--- src/rtl/alu_arbiter.sv ---
// alu_arbiter: shares one combinational ALU between two requesters.
// Round-robin or fixed-priority grant, one-entry registered response.
package alu_arbiter_pkg;

   typedef enum logic [2:0] {
      ALU_ADD = 3'd0,
      ALU_SUB = 3'd1,
      ALU_AND = 3'd2,
      ALU_OR  = 3'd3,
      ALU_XOR = 3'd4
   } alu_op_e;

endpackage

module alu_arbiter
   import alu_arbiter_pkg::*;
#(
   parameter int unsigned XLEN  = 32,
   parameter bit          RR_EN = 1'b1
) (
   input  logic            clk,
   input  logic            rst,

   input  logic            r0_valid,
   output logic            r0_ready,
   input  logic            r0_is_r,
   input  logic [XLEN-1:0] r0_rs1,
   input  logic [XLEN-1:0] r0_rs2,
   input  logic [XLEN-1:0] r0_imm32,
   input  alu_op_e         r0_op,

   input  logic            r1_valid,
   output logic            r1_ready,
   input  logic            r1_is_r,
   input  logic [XLEN-1:0] r1_rs1,
   input  logic [XLEN-1:0] r1_rs2,
   input  logic [XLEN-1:0] r1_imm32,
   input  alu_op_e         r1_op,

   output logic            alu_is_r,
   output logic [XLEN-1:0] alu_rs1,
   output logic [XLEN-1:0] alu_rs2,
   output logic [XLEN-1:0] alu_imm32,
   output alu_op_e         alu_op,
   input  logic [XLEN-1:0] alu_result,
   input  logic            alu_branch_taken,

   output logic            rsp0_valid,
   input  logic            rsp0_ready,
   output logic            rsp1_valid,
   input  logic            rsp1_ready,
   output logic [XLEN-1:0] rsp_result,
   output logic            rsp_branch,
   output logic [15:0]     op_count
);

   logic full;
   logic drain;
   logic can_accept;
   logic any_req;
   logic win1;
   logic grant;
   logic last_grant;

   // A held response frees the buffer in the same cycle its owner takes it
   assign full       = rsp0_valid | rsp1_valid;
   assign drain      = (rsp0_valid & rsp0_ready) | (rsp1_valid & rsp1_ready);
   assign can_accept = !rst && (!full || drain);
   assign any_req    = r0_valid | r1_valid;
   assign grant      = can_accept & any_req;

   assign r0_ready = grant & !win1;
   assign r1_ready = grant &  win1;

   // Winner select: lone requester wins, contention by policy
   always_comb begin
      win1 = 1'b0;
      unique case (1'b1)
         (r0_valid && r1_valid): win1 = RR_EN ? !last_grant : 1'b0;
         (r1_valid && !r0_valid): win1 = 1'b1;
         default: win1 = 1'b0;
      endcase
   end

   // ALU operand mux; idle drives a clean ADD of zeros
   always_comb begin
      alu_is_r  = 1'b0;
      alu_rs1   = '0;
      alu_rs2   = '0;
      alu_imm32 = '0;
      alu_op    = ALU_ADD;
      if (grant) begin
         if (win1) begin
            alu_is_r  = r1_is_r;
            alu_rs1   = r1_rs1;
            alu_rs2   = r1_rs2;
            alu_imm32 = r1_imm32;
            alu_op    = r1_op;
         end else begin
            alu_is_r  = r0_is_r;
            alu_rs1   = r0_rs1;
            alu_rs2   = r0_rs2;
            alu_imm32 = r0_imm32;
            alu_op    = r0_op;
         end
      end
   end

   // Response buffer, grant history and completion counter
   always_ff @(posedge clk) begin
      if (rst) begin
         rsp0_valid <= 1'b0;
         rsp1_valid <= 1'b0;
         rsp_result <= '0;
         rsp_branch <= 1'b0;
         op_count   <= 16'd0;
         last_grant <= 1'b1;
      end else begin
         if (drain) begin
            op_count <= op_count + 16'd1;
         end
         if (grant) begin
            rsp_result <= alu_result;
            rsp_branch <= (alu_op == ALU_SUB) ? alu_branch_taken : 1'b0;
            rsp0_valid <= !win1;
            rsp1_valid <= win1;
            if (RR_EN) begin
               last_grant <= win1;
            end
         end else if (drain) begin
            rsp0_valid <= 1'b0;
            rsp1_valid <= 1'b0;
         end
      end
   end

endmodule

--- config.mk ---
export PLATFORM = sky130hd
export DESIGN_NAME = alu_arbiter
export DESIGN_NICKNAME = d
export VERILOG_FILES = /design/src/rtl/alu_arbiter.sv
export SDC_FILE = /design/constraint.sdc
export NUM_CORES = 1
export LEC_CHECK = 0
export CORE_AREA = 2 2 151 153
export DETAILED_ROUTE_END_ITERATION = 8
export DIE_AREA = 0 0 153 155
export GPL_TIMING_DRIVEN = 0
export SLEW_MARGIN = 0
export SYNTH_ARGS = -nofsm -noshare
export SYNTH_HDL_FRONTEND = slang
export SYNTH_SLANG_ARGS = --single-unit
--- constraint.sdc ---
create_clock -name clk -period 2.8 [get_ports clk]
set_input_delay 0.42 -clock clk [delete_from_list [all_inputs] [get_ports clk]]
set_output_delay 0.42 -clock clk [all_outputs]
set_load 0.03 [all_outputs]
; Yosys cells after proc, flatten, opt, wreduce, memory -nomap -nowiden
; Index checks and enable logic that the tools add are counted.
[word_totals]
input_bits = 239
elab_cells = 41
regBits = 52
output_inout_bits = 153
[classes]
n_addsub = 1
n_mux = 15
bitwise = 8
n_reduce_logical = 10
eq_ne = 1
[op_table]
columns = operator, count
row1 = $mux W32, 6
row2 = $add A16 B1 Y16 const B, 1
row3 = $mux W1, 6
row4 = $mux W3, 2
row5 = $and A1 B1 Y1, 5
row6 = $logic_not A1 Y1, 5
row7 = $eq A3 B1 Y1 const B, 1
row8 = $logic_and A1 B1 Y1, 3
row9 = $or A1 B1 Y1, 3
row10 = $pmux W1 S2, 1
row11 = $reduce_bool A2 Y1, 1
row12 = $logic_or A1 B1 Y1, 1

; Longest topological paths before layout
; Gate-level depths: netlist of run 1.
[logic_depth]
word_depth = 8
depth_mapped = 8

; Least setup slack after synthesis of run 1
; OpenSTA, ideal clock, no wires.
[synth_path]
path_type = flip-flop to output port
start = register rsp0_valid
end = output port alu_imm32[10]
t_arrival_ns = 2.068
path_stages_with_launch = 9
setup_slack_ns = 0.312
path_cell_list = dfxtp_1 a22o_1 buf_2 o22a_1 buf_2 nand2b_1 buf_2 buf_2 a21oi_1
[synth_via]
elab_chain_cells = 6
[synth_rtl]
columns = item, line_no
row1 = start: declaration, 48  ; output logic rsp0_valid,
row2 = start signal: assignment, 125  ; rsp0_valid <= !win1;
row3 = $and A1 B1 Y1 / $or A1 B1 Y1 (equally long branches), "67, 66"
row4 = $or A1 B1 Y1 / $logic_not A1 Y1 (equally long branches), "67, 68"
row5 = $logic_or A1 B1 Y1 *, 68  ; assign can_accept = !rst && (!full || drain);
row6 = $logic_and A1 B1 Y1 *, 68
row7 = $and A1 B1 Y1 *, 70  ; assign grant = can_accept & any_req;
row8 = $mux W32 *, 92  ; if (grant) begin
row9 = end: declaration, 43  ; output logic [XLEN-1:0] alu_imm32,
; Mark *: on every way between the ends. The rest lies on a longest branch, timed or not.

; Final worst setup path of run 1
[layout_path]
start = input port rsp0_ready
end = output port alu_imm32[8]
[layout_via]
elab_chain_cells = 6
[layout_rtl]
columns = item, line_no
row1 = start: declaration, 49  ; input logic rsp0_ready,
row2 = $and A1 B1 Y1, 67  ; assign drain = (rsp0_valid & rsp0_ready) | (rsp1_valid & rsp1_ready);
row3 = $or A1 B1 Y1, 67
row4 = $logic_or A1 B1 Y1, 68
row5 = $logic_and A1 B1 Y1, 68
row6 = $and A1 B1 Y1, 70
row7 = $mux W32, 92
; Every way passes these cells.

==> flow_metrics.py, run 1 <==
metrics = {
    "outcome": {
        "status": "finished clean",
    },
    "routing": {
        "via_per_inst": 4.219,
        "first_pass_iters": 5,
        "vias": 5333,
        "drtIter0Drc": 241,
        "drc": 0,
        "antenna_left": 0,
        "wire_per_inst_um": 17.23,
        "routed_wl_um": 21780,
    },
    "power": {
        "pwr-share-comb_pct": 53.1,
        "p_per_area_nw_per_um2": 401.9,
        "ir_drop_mv": 0.2092,
        "p_switching_mw": 1.242,
        "p_seq_share_pct": 27.1,
        "clkPwrFrac_pct": 19.8,
        "p_sw_share_pct": 40.37,
        "total_power_mw": 3.077,
        "p_int_mw": 1.835,
        "leakage_nw": 3.168,
    },
    "layout": {
        "syn_to_final_growth_pct": 125.2,
        "ff_latch_area_sq_um": 1041,
        "final_layout_size_suffix_gt1_share_pct": 17.08,
        "layout_commonest_cell": "clkdlybuf4s50_1",
        "fin_cells": 1264,
        "finish.utilization_pct": 34.44,
        "final_cell_mix": "clkdlybuf4s50_1, nand2_1, a21oi_1",
        "multi_input_area_sq_um": 2231,
        "fin_nets": 1217,
        "nFillCells": 2457,
    },
    "floorplanning": {
        "start_util_pct": 15.29,
        "die_w_um": 153,
        "dieArea_sq_um": 23720,
        "die_y_um": 155,
        "ios": 392,
        "num_rows": 55,
        "core-area_sq_um": 22230,
    },
    "global_route": {
        "antenna_found_initial": 1,
        "grt_util_all_layers_pct": 16.92,
        "grt_pass1_vias": 5264,
        "grt_pass1_wl_um": 31180,
        "grt_overflow": 0,
        "grt_max_degree": 18,
    },
    "logic_synthesis": {
        "yosysWarningCount": 0,
        "avgSynthCellArea_sq_um": 5.871,
        "yosys-top-cells-area": "dfxtp_1, nand2_1, a21oi_1",
        "ys_ff_latch": 52,
        "netlist_area_sq_um": 3400,
        "synth.distinct_cells": 29,
        "synth-seq-area-share_pct": 30.62,
        "netlist.top_cell.by_area": "dfxtp_1",
        "synth_top_area_share_pct": 30.62,
        "syn_inst": 579,
        "syn-num-nets": 819,
    },
    "sta": {
        "clock_skew_ns": 0.006460,
        "fin_crit_ns": 2.712,
        "fmax_mhz": 368.7,
        "hold_viol": 0,
        "worst_pin_slew_ns": 0.7664,
        "fin_crit_sh_pct": 96.86,
        "whs_ns": 0.4547,
        "maxSlewViolCount": 0,
        "relSlewSlack_pct": 48.90,
        "finalSetupViolCount": 0,
        "rsz0062_at_grt": "yes",
    },
    "critical_path": {
        "path_class": "input pin to output port",
        "worstSetupStartpointType": "input pin",
        "worstSetupEndpointType": "output port",
        "slowest_delay_ns": 0.45,
        "crit_required_ns": 2.38,
        "worstPathMaxFanout": 10,
        "cp_cell_sequence": "clkdlybuf4s50_1 > a22o_1 > buf_6 > o22a_1 > buf_6 > nand2b_4 > buf_6 > buf_4 > a21oi_1 > clkbuf_4",
        "cp.arrival_ns": 2.29,
        "crit_top_cell": "buf_6",
        "cp_slowest_cell": "clkdlybuf4s50_1",
    },
    "clocking": {
        "cts_tree": "done",
        "insertion_delay_ns": 0.29,
        "cts-root-buf": "clkbuf_16",
        "clock_path_buffers": 2,
        "tritoncts.num_buffers": 5,
        "clock-sinks": 52,
        "cts_max_level": 2,
        "clk_pin_slew_ns": 0.07,
        "cts_hold_buffers": 0,
    },
    "place": {
        "gp_congestion": 0.8330,
        "place_hpwl_um": 17980,
        "numPortBuffers": 390,
        "dp.cells": 1254,
    },
    "hold_path": {
        "worstHoldPathType": "flop to flop",
    },
    "job": {
        "maxCapViolCount": 0,
    },
}
worst paths after layout:
kind / from / end / slack, ns / cells past startpoint
worst min register to register: rsp_result[9]$_SDFFE_PP0P_ / rsp_result[9]$_SDFFE_PP0P_ / 0.45 / 2
worst max register to register: rsp0_valid$_SDFFE_PP0P_ / rsp_result[23]$_SDFFE_PP0P_ / 0.87 / 8
worst max-delay path: rsp0_ready / alu_imm32[8] / 0.09 / 10
worst min-delay path: rsp_result[9]$_SDFFE_PP0P_ / rsp_result[9]$_SDFFE_PP0P_ / 0.45 / 2
through the flow:
stage                     TNS (ns)  instance area (sq um)  setup WS, ns
after floorplan                  0                   3400        0.3115
after global placement      -96.56                   7660        -1.277
after detailed placement    -98.87                   7660        -1.318
after CTS                        0                   7595      0.001126
after global routing      -0.03875                   7656      -0.02272
final                            0                   7656       0.08788
layout make-up:
cell class	instances	area share [%]
Tap cell	285	4.658
Clock buffer	5	1.634
Antenna cell	1	0.03269
Timing Repair Buffer	392	46.46
Clock inverter	3	0.2778
Inverter	2	0.09806
Sequential cell	52	13.60
Multi-Input combinational cell	476	29.14
Buffer	48	4.102
cells in the mapped netlist, drive strengths merged:
cell type,n
nand2,272
a21oi,140
dfxtp,52
clkbuf,34
buf,15
nor2,15
xnor2,7
nand3,4
nor4b,4
o31ai,4
or4,4
a22oi,3
nand4,3
xor2,3
inv,2
nand2b,2
nor3,2
nor4,2
o21ai,2
or3,2
a21bo,1
a21boi,1
a22o,1
ha,1
o211ai,1
o22a,1
o22ai,1
power groups by stage:
stage	combinational (mW)	sequential, mW	clock, mW
after floorplan	0.673	0.960	0
final	1.63	0.834	0.609
after global routing	1.74	0.844	0.661
after detailed placement	1.65	0.852	0
after CTS	1.62	0.835	0.634
after global placement	1.65	0.849	0
logic make-up after synthesis:
logic type      synth area share (%)
fa+ha+maj                     0.3680
xor+xnor                       2.577
simple gates                   36.36
flops                          30.62
buf+inv                        6.183
compound gates                 23.89
what timing repair did:
item,in CTS,in global routing
endpoints found under the setup margin,102,98
gates cloned,1,0
setup buffers,0,1
pin swaps,0,1
resized for setup,559,58
registers in the layout, indices dropped and copies added, names as in the netlist:
register / count
op_count: 16
last_grant: 1
rsp1_valid: 1
rsp0_valid: 1
rsp_branch: 1
rsp_result: 32
metal layers:
layer  global-route usage (%)  up-vias  part of all wire, %
li1                         -     2696                    -
met1                    20.30     2392                   40
met2                    30.96      226                   51
met3                    3.510       19                  7.0
met4                    4.012        0                  1.8
met5                        0        -                    0
worst max-delay path: cells and delay by family:
| kind | cells | cell delay [ns] |
|---|---|---|
| compound gates | 3 | 0.49 |
| buf+inv | 6 | 1.27 |
| simple gates | 1 | 0.10 |
Note: power is estimated with default switching activity, not from simulation.
==> run 2: changes to the inputs <==
--- a/config.mk
+++ b/config.mk
@@ -13,3 +13,4 @@
 export SYNTH_ARGS = -nofsm -noshare
 export SYNTH_HDL_FRONTEND = slang
 export SYNTH_SLANG_ARGS = --single-unit
+export TNS_END_PERCENT = 50
==> constraint.sdc (replaced) <==
create_clock -name clk -period 3.3 [get_ports clk]
set_input_delay 0.495 -clock clk [delete_from_list [all_inputs] [get_ports clk]]
set_output_delay 0.495 -clock clk [all_outputs]
set_load 0.03 [all_outputs]
==> flow_metrics.py, run 2 (synthesis results as in run 1) <==
metrics = {
    "sta": {
        "hold_viol": 0,
        "fin_crit_ns": 3.237,
        "maxSlewViolCount": 0,
        "relSlewSlack_pct": 48.89,
        "fin_ws_ns": 0.06316,
        "whs_ns": 0.4541,
        "finalSetupTns_ns": 0,
        "clock_skew_ns": 0.006132,
        "fin_crit_sh_pct": 98.09,
        "worst_pin_slew_ns": 0.7666,
        "finalSetupViolCount": 0,
        "rsz0062_at_grt": "yes",
        "fmax_mhz": 308.9,
    },
    "clocking": {
        "clock_path_buffers": 2,
        "post_cts_buffers": 0,
        "tritoncts.num_buffers": 5,
        "cts-root-buf": "clkbuf_16",
        "insertion_delay_ns": 0.29,
        "cts_hold_buffers": 0,
        "cts_max_level": 2,
        "clk_pin_slew_ns": 0.06,
        "cts_tree": "done",
        "clock-sinks": 52,
    },
    "layout": {
        "multi_input_area_sq_um": 2163,
        "largest_register": "rsp_result",
        "final_layout_size_suffix_gt1_share_pct": 13.31,
        "fin_cells": 1264,
        "ff_latch_area_sq_um": 1041,
        "syn_to_final_growth_pct": 121.9,
        "final_cell_mix": "clkdlybuf4s50_1, nand2_1, a21oi_1",
        "layout_commonest_cell": "clkdlybuf4s50_1",
        "nFillCells": 2450,
        "reg_top3": "rsp_result (32), op_count (16)",
        "largest_register_ff_count": 32,
        "fin_nets": 1216,
    },
    "global_route": {
        "grt_util_all_layers_pct": 16.84,
        "antenna_found_initial": 2,
        "grt_max_degree": 18,
        "grt_pass1_wl_um": 31060,
        "grt_overflow": 0,
        "grt_pass1_vias": 5296,
    },
    "critical_path": {
        "worstPathMaxFanout": 10,
        "crit_required_ns": 2.80,
        "cp.arrival_ns": 2.74,
        "worstSetupEndpointType": "output port",
        "worstSetupStartpointType": "input pin",
        "path_class": "input pin to output port",
    },
    "floorplanning": {
        "num_rows": 55,
        "start_util_pct": 15.29,
        "die_w_um": 153,
        "ios": 392,
        "core-area_sq_um": 22230,
        "die_y_um": 155,
        "dieArea_sq_um": 23720,
    },
    "job": {
        "maxCapViolCount": 0,
    },
    "place": {
        "numPortBuffers": 390,
        "dp.cells": 1254,
        "gp_congestion": 0.8330,
        "pre_cts_slack_ns": -0.9683,
        "place_hpwl_um": 17980,
    },
    "routing": {
        "drc": 0,
        "drtIter0Drc": 226,
        "antenna_left": 0,
        "routed_wl_um": 21480,
        "wire_per_inst_um": 17.00,
        "via_per_inst": 4.203,
        "vias": 5313,
        "first_pass_iters": 5,
    },
    "power": {
        "leakage_nw": 3.107,
        "ir_drop_mv": 0.1774,
        "p_per_area_nw_per_um2": 338.6,
    },
    "outcome": {
        "status": "finished clean",
    },
    "hold_path": {
        "worstHoldPathType": "flop to flop",
    },
}
-- run 2: cell count changes in the layout (fill, tap and decap cells not counted), moves of 3 or more --
cell,change
a21oi_4,-3
buf_6,-12
clkdlybuf4s15_1,+3
buf_4,-26
a21oi_2,-6
clkbuf_2,+41
clkdlybuf4s15_2,+8
clkbuf_4,+5
dlygate4sd2_1,+15
clkbuf_1,+7
buf_2,-39
a21oi_1,+9
-- run 2: path summary, 6_finish.rpt --
kind	startpoint	to	slack [ns]	cells past startpoint
max	rsp0_ready	alu_imm32[0]	0.06	9
min	rsp_result[5]$_SDFFE_PP0P_	rsp_result[5]$_SDFFE_PP0P_	0.45	2
max reg2reg	rsp0_valid$_SDFFE_PP0P_	rsp_result[30]$_SDFFE_PP0P_	1.38	6
min reg2reg	rsp_result[5]$_SDFFE_PP0P_	rsp_result[5]$_SDFFE_PP0P_	0.45	2
-- run 2: repair_timing --
item	in CTS	in global routing
pin swaps	0	0
endpoints found under the setup margin	102	82
gates resized for setup	244	120
-- run 2: final cells by class --
| type | count | share of cell area [%] |
|---|---|---|
| buffer | 49 | 3.317 |
| multi-input combinational | 476 | 28.68 |
| timing repair buffer | 390 | 47.37 |
| clock buffer | 5 | 1.659 |
| sequential | 52 | 13.80 |
| antenna | 2 | 0.06635 |
| inverter | 2 | 0.09952 |
| tap | 285 | 4.727 |
| clock inverter | 3 | 0.2820 |
-- run 2: metal layers --
layer,part of all wire (%),vias to the layer above,global-route usage (%)
met5,0,-,0
met4,2.0,0,4.806
met3,7.0,21,3.788
met2,51,235,30.45
met1,40,2363,20.00
li1,-,2694,-
-- run 2: metrics by stage --
stage                     utilization (%)  cell area (sq um)  total power [mW]
final                               33.94               7543             2.554
after global routing                33.94               7543             2.697
after CTS                           34.99               7777             2.607
after detailed placement            34.46               7660             2.125
after global placement              34.46               7660             2.123
after floorplan                         -               3400             1.385
-- run 2: worst max-delay path, cell delays in order --
cell and delay (ns):
clkdlybuf4s50_1 0.45, a22o_1 0.24, buf_2 0.18, o22a_1 0.19
buf_4 0.17, nand2b_1 0.13, clkbuf_1 0.38, a21oi_1 0.13
dlygate4sd2_1 0.39
-- run 2: power breakdown --
| part | leakage (nW) | switching, mW | total, mW | internal (mW) |
|---|---|---|---|---|
| clock | 0.0702 | 0.235 | 0.518 | 0.283 |
| combinational | 2.61 | 0.772 | 1.33 | 0.557 |
| sequential | 0.426 | 0.0298 | 0.708 | 0.678 |
